<file path="config.mk">
export PLATFORM = sky130hd
export DESIGN_NAME = uart_tx_fifo
export DESIGN_NICKNAME = d
export VERILOG_FILES = /design/src/rtl/uart_tx_fifo.sv
export SDC_FILE = /design/constraint.sdc
export NUM_CORES = 1
export LEC_CHECK = 0
export ABC_AREA = 1
export CORE_MARGIN = 2
export CORE_UTILIZATION = 57
export DETAILED_ROUTE_END_ITERATION = 8
export DONT_BUFFER_PORTS = 1
export PLACE_DENSITY = 0.74
export SLEW_MARGIN = 0
export SYNTH_ARGS = -nofsm -noshare
export SYNTH_HDL_FRONTEND = slang
export SYNTH_SLANG_ARGS = --single-unit
</file>
<file path="constraint.sdc">
create_clock -name clk -period 2.2 [get_ports clk]
set_input_delay 0.44 -clock clk [delete_from_list [all_inputs] [get_ports clk]]
set_output_delay 0.44 -clock clk [all_outputs]
set_load 0.03 [all_outputs]
</file>
<file path="src/rtl/uart_tx_fifo.sv">
`timescale 1ns/1ps
// uart_tx_fifo
//
// Memory-mapped 8N1 UART transmitter for the riscv_soc peripheral slot on
// simple_bus. The CPU stores bytes into a small TX FIFO, and a baud-timed
// serializer drains it. Each byte goes out as a frame: one start bit, eight
// data bits LSB first, one stop bit. The line idles high.
//
// Register map (uart_addr[1:0] ignored):
//   0x0 TXDATA : write pushes wdata[7:0]; read returns 0
//   0x4 STATUS : read {28'b0, overflow, empty, full, busy};
//                write with wdata[3]=1 clears the sticky overflow flag
//   0x8, 0xC   : read 0, writes ignored
//
// Ports:
//   clk        system clock
//   rst_n      asynchronous active-low reset
//   uart_req   single-cycle bus access strobe
//   uart_we    1 = write, 0 = read
//   uart_addr  byte offset within the block
//   uart_wdata write data
//   uart_rdata registered read data, held until the next read
//   uart_ready registered one-cycle access acknowledge
//   uart_tx    registered serial output, idle high

module uart_tx_fifo #(
  parameter int CLKS_PER_BIT = 434,
  parameter int FIFO_DEPTH   = 8
) (
  input  logic        clk,
  input  logic        rst_n,
  input  logic        uart_req,
  input  logic        uart_we,
  input  logic [3:0]  uart_addr,
  input  logic [31:0] uart_wdata,
  output logic [31:0] uart_rdata,
  output logic        uart_ready,
  output logic        uart_tx
);

  localparam int PTR_W  = $clog2(FIFO_DEPTH);
  localparam int CNT_W  = PTR_W + 1;
  localparam int BAUD_W = $clog2(CLKS_PER_BIT);
  localparam logic [BAUD_W-1:0] BAUD_LAST = BAUD_W'(CLKS_PER_BIT - 1);
  localparam logic [CNT_W-1:0]  CNT_FULL  = CNT_W'(FIFO_DEPTH);

  typedef enum logic [1:0] {IDLE, START, DATA, STOP} state_t;

  state_t             state_q, state_d;
  logic [BAUD_W-1:0]  baud_cnt_q, baud_cnt_d;
  logic [2:0]         bit_idx_q, bit_idx_d;
  logic [7:0]         shift_q, shift_d;
  logic               tx_q, tx_d;
  logic [PTR_W-1:0]   wr_ptr_q, wr_ptr_d;
  logic [PTR_W-1:0]   rd_ptr_q, rd_ptr_d;
  logic [CNT_W-1:0]   count_q, count_d;
  logic               overflow_q, overflow_d;
  logic               ready_q, ready_d;
  logic [31:0]        rdata_q, rdata_d;
  logic [7:0]         mem_q [FIFO_DEPTH];

  logic        wr_txdata, wr_status, rd_access;
  logic        fifo_full, fifo_empty, busy;
  logic        push, pop;
  logic [31:0] status;
  logic        unused_bits;

  assign unused_bits = ^{uart_addr[1:0], uart_wdata[31:8]};

  // Bus decode and FIFO flags. Full is taken from the pre-edge count, so a
  // pop on the same edge never makes room for a push to a full FIFO.
  always_comb begin
    wr_txdata  = uart_req & uart_we & (uart_addr[3:2] == 2'd0);
    wr_status  = uart_req & uart_we & (uart_addr[3:2] == 2'd1);
    rd_access  = uart_req & ~uart_we;
    fifo_full  = (count_q == CNT_FULL);
    fifo_empty = (count_q == '0);
    busy       = (state_q != IDLE);
    push       = wr_txdata & ~fifo_full;
    status     = {28'd0, overflow_q, fifo_empty, fifo_full, busy};
  end

  // Serializer next state. The line level is derived from the next state so
  // that uart_tx comes straight from a flop and changes on the same edge as
  // the state it belongs to.
  always_comb begin
    state_d    = state_q;
    baud_cnt_d = baud_cnt_q;
    bit_idx_d  = bit_idx_q;
    shift_d    = shift_q;
    pop        = 1'b0;
    case (state_q)
      IDLE: begin
        if (!fifo_empty) begin
          pop        = 1'b1;
          shift_d    = mem_q[rd_ptr_q];
          baud_cnt_d = '0;
          state_d    = START;
        end
      end
      START: begin
        if (baud_cnt_q == BAUD_LAST) begin
          baud_cnt_d = '0;
          bit_idx_d  = 3'd0;
          state_d    = DATA;
        end else begin
          baud_cnt_d = baud_cnt_q + BAUD_W'(1);
        end
      end
      DATA: begin
        if (baud_cnt_q == BAUD_LAST) begin
          baud_cnt_d = '0;
          shift_d    = {1'b0, shift_q[7:1]};
          if (bit_idx_q == 3'd7) begin
            state_d = STOP;
          end else begin
            bit_idx_d = bit_idx_q + 3'd1;
          end
        end else begin
          baud_cnt_d = baud_cnt_q + BAUD_W'(1);
        end
      end
      STOP: begin
        if (baud_cnt_q == BAUD_LAST) begin
          baud_cnt_d = '0;
          // Chain straight into the next frame when more data is waiting.
          if (!fifo_empty) begin
            pop     = 1'b1;
            shift_d = mem_q[rd_ptr_q];
            state_d = START;
          end else begin
            state_d = IDLE;
          end
        end else begin
          baud_cnt_d = baud_cnt_q + BAUD_W'(1);
        end
      end
      default: state_d = IDLE;
    endcase

    case (state_d)
      START:   tx_d = 1'b0;
      DATA:    tx_d = shift_d[0];
      default: tx_d = 1'b1;
    endcase
  end

  // FIFO pointers, occupancy and the sticky overflow flag.
  always_comb begin
    wr_ptr_d   = push ? wr_ptr_q + PTR_W'(1) : wr_ptr_q;
    rd_ptr_d   = pop  ? rd_ptr_q + PTR_W'(1) : rd_ptr_q;
    count_d    = count_q;
    overflow_d = overflow_q;
    case ({push, pop})
      2'b10:   count_d = count_q + CNT_W'(1);
      2'b01:   count_d = count_q - CNT_W'(1);
      default: count_d = count_q;
    endcase
    if (wr_txdata && fifo_full) begin
      overflow_d = 1'b1;
    end else if (wr_status && uart_wdata[3]) begin
      overflow_d = 1'b0;
    end
  end

  // Bus response: every access is acknowledged one cycle later; read data is
  // only updated by reads so it holds across writes.
  always_comb begin
    ready_d = uart_req;
    rdata_d = rdata_q;
    if (rd_access) begin
      rdata_d = (uart_addr[3:2] == 2'd1) ? status : 32'd0;
    end
  end

  always_ff @(posedge clk or negedge rst_n) begin
    if (!rst_n) begin
      state_q    <= IDLE;
      baud_cnt_q <= '0;
      bit_idx_q  <= 3'd0;
      shift_q    <= 8'd0;
      tx_q       <= 1'b1;
      wr_ptr_q   <= '0;
      rd_ptr_q   <= '0;
      count_q    <= '0;
      overflow_q <= 1'b0;
      ready_q    <= 1'b0;
      rdata_q    <= 32'd0;
    end else begin
      state_q    <= state_d;
      baud_cnt_q <= baud_cnt_d;
      bit_idx_q  <= bit_idx_d;
      shift_q    <= shift_d;
      tx_q       <= tx_d;
      wr_ptr_q   <= wr_ptr_d;
      rd_ptr_q   <= rd_ptr_d;
      count_q    <= count_d;
      overflow_q <= overflow_d;
      ready_q    <= ready_d;
      rdata_q    <= rdata_d;
    end
  end

  // FIFO storage needs no reset: the pointers and count define what is valid.
  always_ff @(posedge clk) begin
    if (push) begin
      mem_q[wr_ptr_q] <= uart_wdata[7:0];
    end
  end

  assign uart_tx    = tx_q;
  assign uart_ready = ready_q;
  assign uart_rdata = rdata_q;

endmodule

</file>
==> impl_metrics.py, run 1 <==
metrics = {
    "detailed_routing": {
        "wire_per_inst_um": 15.4,
        "antenna_left": 0,
        "post_drt_via_cell_ratio": 5.37,
        "remaining_drc_errors": 0,
        "routed_wl_um": 9960,
        "vias": 3481,
        "drt_iter0_drc": 154,
        "first_pass_iters": 5,
    },
    "global_routing": {
        "grt_util_all_layers_pct": 21.8,
        "grt_pass1_vias": 3454,
        "grt_antenna_before_repair": 0,
        "grtUsageMet1_pct": 28.7,
        "grt-ovfl-total": 0,
        "busiest_layer": "met2",
        "grt_pass1_wl_um": 16800,
        "use_met2_pct": 37.5,
        "grt_start_max_net_pins": 40,
        "grt_use_met3_pct": 3.69,
    },
    "placed_design": {
        "detailedPlace.worstSlack_ns": -0.0804,
        "dpl.hpwl_um": 6360,
        "place_inst": 628,
        "gp_congestion": 0.825,
        "placed_area_um2": 5170,
        "io_buffers": 0,
    },
    "yosys": {
        "synth.top_cell.area_share_pct": 37.8,
        "synth_warnings": 0,
        "syn_inst": 515,
        "synth_flop_cell": "edfxtp_1",
        "synth_seq_cells": 103,
        "synth_area_um2": 5080,
        "avgSynthCellArea_um2": 9.87,
        "synth_edf_count": 64,
        "yosysTopAreaCell": "edfxtp_1",
        "synth_cell_types": 37,
        "async_flop_share_pct": 37.9,
        "ys_seq_area_share_pct": 57.1,
        "synthTopCellsByArea": "edfxtp_1, dfrtp_1, nand2_1",
    },
    "clock_network": {
        "cts-root-buf": "clkbuf_8",
        "clk_pin_slew_ns": 0.12,
        "clockBufferDepth": 2,
        "cts.sinks": 103,
        "clk_latency_ns": 0.38,
        "cts_tree": "yes",
        "htree_levels": 3,
        "cts_made_buffers": 9,
    },
    "critical_path": {
        "r2r_end": "count_q[3]",
        "ff2ff_path_depth": 12,
        "path_cells": "inv_2, ha_4, nand2_4, nor2_4, nand4_4, a21oi_4, ha_4, xor2_2, nand2_1, o21ai_1, nand3_1, xnor2_1",
        "crit_slowest_cell": "dfrtp_1",
        "cp_common_cell": "ha_4",
        "max_stage_delay_ns": 0.43,
        "cp_data_arrival_time_ns": 2.41,
        "cp-end-kind": "flip-flop",
        "startpoint_type": "flip-flop",
        "crit_path_max_fanout": 3,
        "required_ns": 2.47,
        "crit_type": "flip-flop to flip-flop",
        "rrSetupSlack_ns": 0.07,
        "r2r-start": "baud_cnt_q[1]",
    },
    "floorplan": {
        "start_util_pct": 58.5,
        "core_um2": 8680,
        "rows": 34,
        "io_pins": 74,
        "die_area_um2": 9690,
        "die_h_um": 98.4,
        "fp.dieW_um": 98.4,
    },
    "sta": {
        "fin_ws_ns": 0.0660,
        "fin_worst_skew_ns": 0.0186,
        "setup-tns-final_ns": 0,
        "post-route-min-period_ns": 2.13,
        "setup_viol": 0,
        "maxSlewViolCount": 0,
        "fmax_ghz": 0.469,
        "hold_viol": 0,
        "fin_crit_sh_pct": 97.0,
        "timing.hold.ws_ns": 0.0741,
        "rsz0062_at_grt": "yes",
    },
    "layout": {
        "stdcell_area_um2": 5490,
        "nets": 590,
        "multi_input_area_um2": 1910,
        "stdcell_count": 648,
        "fill_cells": 690,
        "drive_above_1_share_pct": 13.5,
        "area_growth_pct": 8.03,
        "diodes": 0,
        "seq_area_um2": 2900,
    },
    "outcome": {
        "status": "completed",
    },
    "power": {
        "p_per_area_nw_per_um2": 1110,
        "p_leak_nw": 2.37,
        "ir_drop_v": 0.000562,
    },
    "worst_hold_path": {
        "hold_end": "uart_ready",
        "hp-start": "uart_req",
        "hold_depth": 0,
        "hold_class": "primary input to flip-flop",
    },
    "flow_run": {
        "maxCapViolations": 0,
    },
}
==> layer usage <==
layer / share of wire (%) / wire length, um
met5: 0 / 0
met4: 1.6 / 157
met3: 5.5 / 552
met2: 51 / 5070
met1: 42 / 4170
==> cell families after synthesis <==
family	count (synthesis)	share of synthesized area [%]
DFF	103	57.1
other	1	0.0738
and+or+nand+nor	262	23.4
xor gates and xnor gates	13	2.24
adders and majority gates	15	3.69
buffers and inverters	79	8.37
AOI/OAI and AO/OA	42	5.17
==> how the worst max path moves through the flow <==
| stage | endpoint | startpoint | slack, ns |
|---|---|---|---|
| after floorplan | count_q[2] | state_q[1] | 0.08 |
| after global placement | count_q[2] | baud_cnt_q[1] | 0.05 |
| after detailed placement | count_q[2] | baud_cnt_q[1] | -0.08 |
| after CTS | count_q[2] | baud_cnt_q[1] | 0.02 |
| after global routing | count_q[3] | baud_cnt_q[1] | -0.08 |
| final | count_q[3] | baud_cnt_q[1] | 0.07 |
==> cells in the final DEF (no fill, tap or decap), types with 2 or more instances in the layout <==
cell type  Yosys  layout
ha_1          15      13
nand4_1        2       2
o21ai_0       18      17
o31ai_1        2       2
a32o_1         2       2
xnor2_1        5       5
nor2_1        17      17
clkbuf_8       0       9
edfxtp_1      64      64
inv_12         0       2
o21ai_2        2       2
a21oi_1        6       6
nor2_2         2       2
conb_1         1      28
o22ai_1        4       4
nand3_1       61      61
dfrtp_1       38      37
buf_4         29      20
o21ai_1        5       6
nor3_1         3       3
nor2_4         4       4
inv_2          9      10
nand2_1      161     160
nand2_2        3       3
inv_8          0       2
inv_1         29      28
ha_4           0       2
xor2_1         8       7
clkinv_8       0       2
nand2_4        4       5
==> cell usage after synthesis (3+ instances only) <==
cell type	n
nor3_1	3
buf_4	29
nor2_1	17
nor2_4	4
nand2_2	3
xnor2_1	5
a21oi_1	6
buf_2	10
o21ai_1	5
nand2_4	4
xor2_1	8
nand2_1	161
dfrtp_1	38
o22ai_1	4
ha_1	15
o21ai_0	18
edfxtp_1	64
nand3_1	61
inv_2	9
inv_1	29
==> flip-flops by register name (all words and copies together) (netlist names) <==
register	flops
baud_cnt_q	9
wr_ptr_q	3
uart_tx	1
shift_q	8
uart_rdata	4
state_q	2
rd_ptr_q	3
uart_ready	1
count_q	4
mem_q	64
bit_idx_q	3
overflow_q	1
==> power by group <==
part	switching (W)	total [W]	internal (W)
Clock	0.000779	0.00126	0.000481
Combinational	0.00149	0.00228	0.000790
Sequential	0.000268	0.00257	0.00231
==> final cells by class <==
| type | instances | share of cell area (%) |
|---|---|---|
| Inverter | 39 | 2.67 |
| Timing Repair Buffer | 22 | 3.28 |
| Tap cell | 108 | 2.46 |
| Clock buffer | 9 | 2.26 |
| Clock inverter | 7 | 1.76 |
| Sequential cell | 103 | 52.8 |
| Multi-Input combinational cell | 360 | 34.7 |
==> per-stage QoR <==
| step | util, % | total power (W) |
|---|---|---|
| final | 63.2 | 0.00611 |
| after global routing | 63.2 | 0.00655 |
| after CTS | 62.7 | 0.00608 |
| after detailed placement | 59.6 | 0.00479 |
| after global placement | 59.6 | 0.00468 |
| after floorplan | - | 0.00431 |
==> timing repair <==
| item | 4_1_cts | 5_1_grt |
|---|---|---|
| buffers inserted | 0 | 2 |
| gates resized for setup | 3 | 8 |
| hold endpoints to repair | 39 | 0 |
| pin swaps | 0 | 6 |
| setup endpoints to repair | 2 | 2 |
| hold buffers | 2 | 0 |
| gates cloned | 0 | 0 |
==> worst max-delay path: cells and delay by family (launching register included) <==
family	cells	cell delay (ns)
flip-flops	1	0.43
adder cells (fa/ha/maj)	2	0.32
buffers and inverters	1	0.09
AND/OR/NAND/NOR	5	0.54
XOR/XNOR	2	0.31
AO/OA/AOI/OAI	2	0.36
Power figures use the tool's default switching activity.
==> inputs of run 2 (changes only) <==
--- a/config.mk
+++ b/config.mk
@@ -7,10 +7,11 @@
 export LEC_CHECK = 0
 export ABC_AREA = 1
 export CORE_MARGIN = 2
-export CORE_UTILIZATION = 57
+export CORE_UTILIZATION = 63
 export DETAILED_ROUTE_END_ITERATION = 8
 export DONT_BUFFER_PORTS = 1
-export PLACE_DENSITY = 0.74
+export PLACE_DENSITY = 0.78
+export REMOVE_ABC_BUFFERS = 1
 export SLEW_MARGIN = 0
 export SYNTH_ARGS = -nofsm -noshare
 export SYNTH_HDL_FRONTEND = slang
==> constraint.sdc (replaced) <==
create_clock -name clk -period 2.23 [get_ports clk]
set_input_delay 0.446 -clock clk [delete_from_list [all_inputs] [get_ports clk]]
set_output_delay 0.446 -clock clk [all_outputs]
set_load 0.03 [all_outputs]
==> run 2 against run 1 <==
Critical path depth grew 1; fmax is 0.39% lower; largest power group unchanged; largest cell class unchanged; sequential share of layout area down 0.26 points; highest routed layer unchanged; non-clock buffer count increased by 3; first-iteration DRC count up 49%; die area is 9.1% lower; routed wire length rose by 1.9%.
==> impl_metrics.py, run 2 (synthesis gave the netlist of run 1 again) <==
metrics = {
    "outcome": {
        "status": "completed",
    },
    "global_routing": {
        "grt_antenna_before_repair": 0,
        "grt_use_met3_pct": 5.94,
        "grt_start_max_net_pins": 40,
        "grt_pass1_vias": 3419,
        "busiest_layer": "met2",
        "grtUsageMet1_pct": 31.5,
        "grt_util_all_layers_pct": 23.9,
        "grt-ovfl-total": 0,
        "grt_pass1_wl_um": 16100,
        "use_met2_pct": 39.8,
    },
    "placed_design": {
        "dpl.hpwl_um": 6440,
        "placed_area_um2": 5160,
        "place_inst": 621,
        "io_buffers": 0,
        "gp_congestion": 0.848,
    },
    "sta": {
        "fin_worst_skew_ns": 0.0172,
        "hold_viol": 0,
        "fmax_ghz": 0.467,
        "timing.slew.headroom_pct": 62.6,
        "maxSlewViolCount": 0,
        "post-route-min-period_ns": 2.14,
        "setup_viol": 0,
        "worst_pin_slew_ns": 0.560,
        "fin_crit_sh_pct": 96.1,
    },
    "power": {
        "total_power_w": 0.00603,
        "p_per_area_nw_per_um2": 1090,
        "ir_drop_v": 0.000655,
        "p_leak_nw": 2.36,
    },
    "clock_network": {
        "cts_tree": "yes",
        "clockBufferDepth": 2,
        "clk_pin_slew_ns": 0.10,
        "clk_latency_ns": 0.36,
        "cts-root-buf": "clkbuf_8",
        "htree_levels": 3,
        "cts.sinks": 103,
        "cts_made_buffers": 9,
    },
    "detailed_routing": {
        "routed_wl_um": 10100,
        "vias": 3562,
        "wire_per_inst_um": 15.7,
        "remaining_drc_errors": 0,
        "first_pass_iters": 5,
        "antenna_left": 0,
        "drt_iter0_drc": 229,
        "post_drt_via_cell_ratio": 5.52,
    },
    "critical_path": {
        "r2r_end": "count_q[3]",
        "crit_type": "flip-flop to flip-flop",
        "max_stage_delay_ns": 0.41,
        "crit_end": "count_q[3]",
        "cp_data_arrival_time_ns": 2.39,
        "rrSetupSlack_ns": 0.09,
        "crit_slowest_cell": "dfrtp_1",
        "r2r-start": "baud_cnt_q[1]",
        "cp.depth": 13,
        "ff2ff_path_depth": 13,
        "cpLargestDelayFamily": "simple AND/OR/NAND/NOR gates",
        "path_buf_inv": 2,
        "crit_path_start": "baud_cnt_q[1]",
        "startpoint_type": "flip-flop",
        "cp-end-kind": "flip-flop",
        "crit_path_max_fanout": 3,
        "required_ns": 2.48,
        "path_cells": "inv_2, ha_4, nand2_2, nor2_4, nand4_4, a21oi_4, ha_4, buf_12, xnor2_2, nor2_1, nand2_1, nand3_2, xnor2_1",
        "cp_common_cell": "ha_4",
    },
    "floorplan": {
        "die_h_um": 93.8,
        "io_pins": 74,
        "start_util_pct": 65.4,
        "die_area_um2": 8800,
        "core_um2": 7770,
        "fp.dieW_um": 93.8,
        "rows": 32,
    },
    "layout": {
        "top_register": "mem_q",
        "stdcell_area_um2": 5520,
        "largest_reg_flops": 64,
        "area_growth_pct": 8.62,
        "reg_top3": "mem_q: 64 flops, baud_cnt_q: 9 flops, shift_q: 8 flops",
        "diodes": 0,
        "final_common_cell": "nand2_1",
        "nets": 593,
        "stdcell_count": 645,
        "drive_above_1_share_pct": 15.5,
        "final_cell_mix": "nand2_1, edfxtp_1, nand3_1",
        "final_core_util_pct": 71.1,
    },
    "flow_run": {
        "maxCapViolations": 0,
    },
    "worst_hold_path": {
        "hold_class": "primary input to flip-flop",
    },
}
## run 2: through the flow
stage	hold WS [ns]	worst slack, ns	TNS, ns
final	0.102	0.0875	0
after global placement	0.151	0.123	0
after CTS	0.0917	0.0308	0
after global routing	0.0824	-0.0104	-0.0104
after detailed placement	0.152	-0.0298	-0.0309
after floorplan	0.150	0.101	0
## run 2: worst min path at each step
stage              from       endpoint  cells after the start
2_1_floorplan     rst_n  baud_cnt_q[0]                      0
3_3_place_gp      rst_n     shift_q[3]                      0
3_5_place_dp      rst_n     shift_q[3]                      0
4_1_cts        uart_req     uart_ready                      0
5_1_grt        uart_req     uart_ready                      0
6_report       uart_req     uart_ready                      0
## run 2: final cells by class
class / count / area (um2)
clock buffer: 9 / 124
clock inverter: 7 / 53.8
fill: 531 / 2250
inverter: 39 / 146
multi-input combinational: 360 / 1950
sequential: 103 / 2900
tap: 102 / 128
timing repair buffer: 25 / 215
## run 2: where the power goes
part | leakage (nW) | switching (W) | internal [W]
combinational | 1.19 | 0.00156 | 0.000861
sequential | 1.08 | 0.000263 | 0.00228
clock | 0.0905 | 0.000646 | 0.000417
total | 2.36 | 0.00247 | 0.00356
## run 2: routing by layer
metal / wire length, um / part of all wire (%)
met4: 182 / 1.8
met5: 0 / 0
met1: 4210 / 41
met2: 5090 / 50
met3: 665 / 6.6
## run 2: repair_timing
item / CTS / global route
buffers inserted: 1 / 5
hold endpoints to repair: 39 / 0
resized for setup: 4 / 16
pin swaps: 1 / 6
hold buffers: 2 / 0
endpoints found under the setup margin: 3 / 3
==> inputs of run 3 (changes only) <==
--- a/config.mk
+++ b/config.mk
@@ -7,10 +7,10 @@
 export LEC_CHECK = 0
 export ABC_AREA = 1
 export CORE_MARGIN = 2
-export CORE_UTILIZATION = 63
+export CORE_UTILIZATION = 55
 export DETAILED_ROUTE_END_ITERATION = 8
 export DONT_BUFFER_PORTS = 1
-export PLACE_DENSITY = 0.78
+export PLACE_DENSITY = 0.69
 export REMOVE_ABC_BUFFERS = 1
 export SLEW_MARGIN = 0
 export SYNTH_ARGS = -nofsm -noshare
==> run 3 against run 2 <==
Sequential cell count unchanged; sequential power is essentially flat; sequential share of layout area increased by 0.062 points; worst hold slack lost 0.014 ns; total power increased by 0.11%; via count down 4.6%; setup slack worse by 0.0078 ns; clock-buffer cell count did not move; non-clock buffer count fell by 3; largest cell class unchanged.
==> impl_metrics.py, run 3 (synthesis gave the netlist of run 1 again) <==
metrics = {
    "layout": {
        "fill_cells": 756,
        "final_common_cell": "nand2_1",
        "final_core_util_pct": 60.5,
        "stdcell_count": 651,
        "seq_area_um2": 2900,
        "multi_input_area_um2": 1920,
        "reg_top3": "mem_q: 64 flops, baud_cnt_q: 9 flops, shift_q: 8 flops",
        "nets": 590,
        "stdcell_area_um2": 5510,
        "final_cell_mix": "nand2_1, edfxtp_1, nand3_1",
        "area_growth_pct": 8.40,
        "drive_above_1_share_pct": 13.7,
        "largest_reg_flops": 64,
        "diodes": 0,
        "top_register": "mem_q",
    },
    "sta": {
        "maxSlewViolCount": 0,
        "hold_viol": 0,
        "setup_viol": 0,
        "post-route-min-period_ns": 2.15,
        "timing.slew.headroom_pct": 63.6,
        "rsz0062_at_grt": "yes",
        "fmax_ghz": 0.465,
        "worst_pin_slew_ns": 0.545,
        "fin_worst_skew_ns": 0.0134,
        "fin_crit_sh_pct": 96.4,
    },
    "critical_path": {
        "r2r_end": "count_q[3]",
        "cp-end-kind": "flip-flop",
        "cp_data_arrival_time_ns": 2.42,
        "crit_type": "flip-flop to flip-flop",
        "ff2ff_path_depth": 12,
        "crit_path_max_fanout": 3,
        "required_ns": 2.50,
        "rrSetupSlack_ns": 0.08,
        "r2r-start": "baud_cnt_q[1]",
        "startpoint_type": "flip-flop",
    },
    "power": {
        "p_leak_nw": 2.37,
        "share_seq_of_total_power_pct": 41.7,
        "p_per_area_nw_per_um2": 1100,
        "switching_power_w": 0.00248,
        "power_frac_clock_pct": 20.5,
        "pwr-share-comb_pct": 37.8,
        "p_int_w": 0.00355,
        "switching_share_pct": 41.2,
        "ir_drop_v": 0.000592,
    },
    "worst_hold_path": {
        "hold_depth": 0,
        "hold_class": "primary input to flip-flop",
        "hp-start": "uart_req",
        "hold_end": "uart_ready",
    },
    "global_routing": {
        "grt_start_max_net_pins": 40,
        "grt-ovfl-total": 0,
        "grt_pass1_wl_um": 15600,
        "grt_antenna_before_repair": 0,
        "grt_pass1_vias": 3199,
        "grt_util_all_layers_pct": 20.3,
    },
    "floorplan": {
        "rows": 35,
        "die_h_um": 100,
        "io_pins": 74,
        "core_um2": 9110,
        "start_util_pct": 55.8,
        "die_area_um2": 10000,
        "fp.dieW_um": 100,
    },
    "detailed_routing": {
        "drt-met1-wl_um": 4220,
        "remaining_drc_errors": 0,
        "wire_per_inst_um": 14.6,
        "first_pass_iters": 6,
        "post_drt_via_cell_ratio": 5.22,
        "antenna_left": 0,
        "routed_wl_um": 9490,
        "wl_met2_um": 4730,
        "dr_wl_met3_um": 486,
        "drt_iter0_drc": 148,
        "top_layer_used": "met4",
        "vias": 3398,
    },
    "clock_network": {
        "htree_levels": 3,
        "cts-root-buf": "clkbuf_8",
        "cts_made_buffers": 9,
        "cts_tree": "yes",
        "clockBufferDepth": 2,
        "clk_latency_ns": 0.37,
        "cts.sinks": 103,
        "clk_pin_slew_ns": 0.12,
    },
    "placed_design": {
        "place_inst": 631,
        "placed_area_um2": 5180,
        "gp_congestion": 0.795,
        "io_buffers": 0,
        "dpl.hpwl_um": 6260,
    },
    "flow_run": {
        "maxCapViolations": 0,
    },
    "outcome": {
        "status": "completed",
    },
}
[run 3: cell type report]
cell class	count	share of cell area (%)
Clock buffer	9	2.25
Clock inverter	7	1.75
Inverter	39	2.66
Multi-Input combinational cell	360	34.9
Sequential cell	103	52.6
Tap cell	111	2.52
Timing Repair Buffer	22	3.27
[run 3: layer usage]
layer,GRT usage (%),up-vias
met5,0,-
met1,27.3,1616
li1,-,1688
met3,4.60,4
met2,34.1,90
met4,4.64,0
[run 3: power groups by stage]
| stage | sequential, W | combinational (W) | clock [W] |
|---|---|---|---|
| after floorplan | 0.00260 | 0.00151 | 0 |
| after global placement | 0.00253 | 0.00209 | 0 |
| after detailed placement | 0.00254 | 0.00217 | 0 |
| after CTS | 0.00250 | 0.00222 | 0.00126 |
| after global routing | 0.00255 | 0.00257 | 0.00134 |
| final | 0.00252 | 0.00228 | 0.00124 |
[run 3: timing repair]
item	4_1_cts	5_1_grt
pin swaps	0	5
cloned	0	0
setup endpoints to repair	2	3
gates resized for setup	3	10
endpoints found under the hold margin	39	0
buffers inserted	0	2
hold buffers	2	0
[run 3: how the worst max path moves through the flow]
stage               cells after the start  slack (ns)          to     startpoint
finish                                 12        0.08  count_q[3]  baud_cnt_q[1]
global route                           12        -0.1  count_q[3]  baud_cnt_q[1]
CTS                                    12        0.05  count_q[2]  baud_cnt_q[1]
detailed placement                     12       -0.02  count_q[2]  baud_cnt_q[1]
global placement                       12        0.06  count_q[2]  baud_cnt_q[1]
floorplan                              10        0.10  count_q[2]     state_q[1]
[run 3: stage by stage]
| step | TNS, ns | worst slack [ns] | total power [W] | hold WS [ns] |
|---|---|---|---|---|
| after floorplan | 0 | 0.101 | 0.00411 | 0.150 |
| after global routing | -0.145 | -0.0989 | 0.00646 | 0.0554 |
| after detailed placement | -0.0346 | -0.0196 | 0.00471 | 0.152 |
| final | 0 | 0.0797 | 0.00603 | 0.0878 |
| after global placement | 0 | 0.0610 | 0.00462 | 0.152 |
| after CTS | 0 | 0.0500 | 0.00598 | 0.0666 |
[run 3: worst max-delay path, cell delays in order, from the launching register on]
cell and delay [ns]:
dfrtp_1 0.43, inv_2 0.09, ha_4 0.14, nand2_4 0.05
nor2_4 0.17, nand4_4 0.12, a21oi_4 0.21, ha_4 0.18
xor2_2 0.17, nand2_1 0.09, o21ai_1 0.15, nand3_1 0.11
xnor2_1 0.13
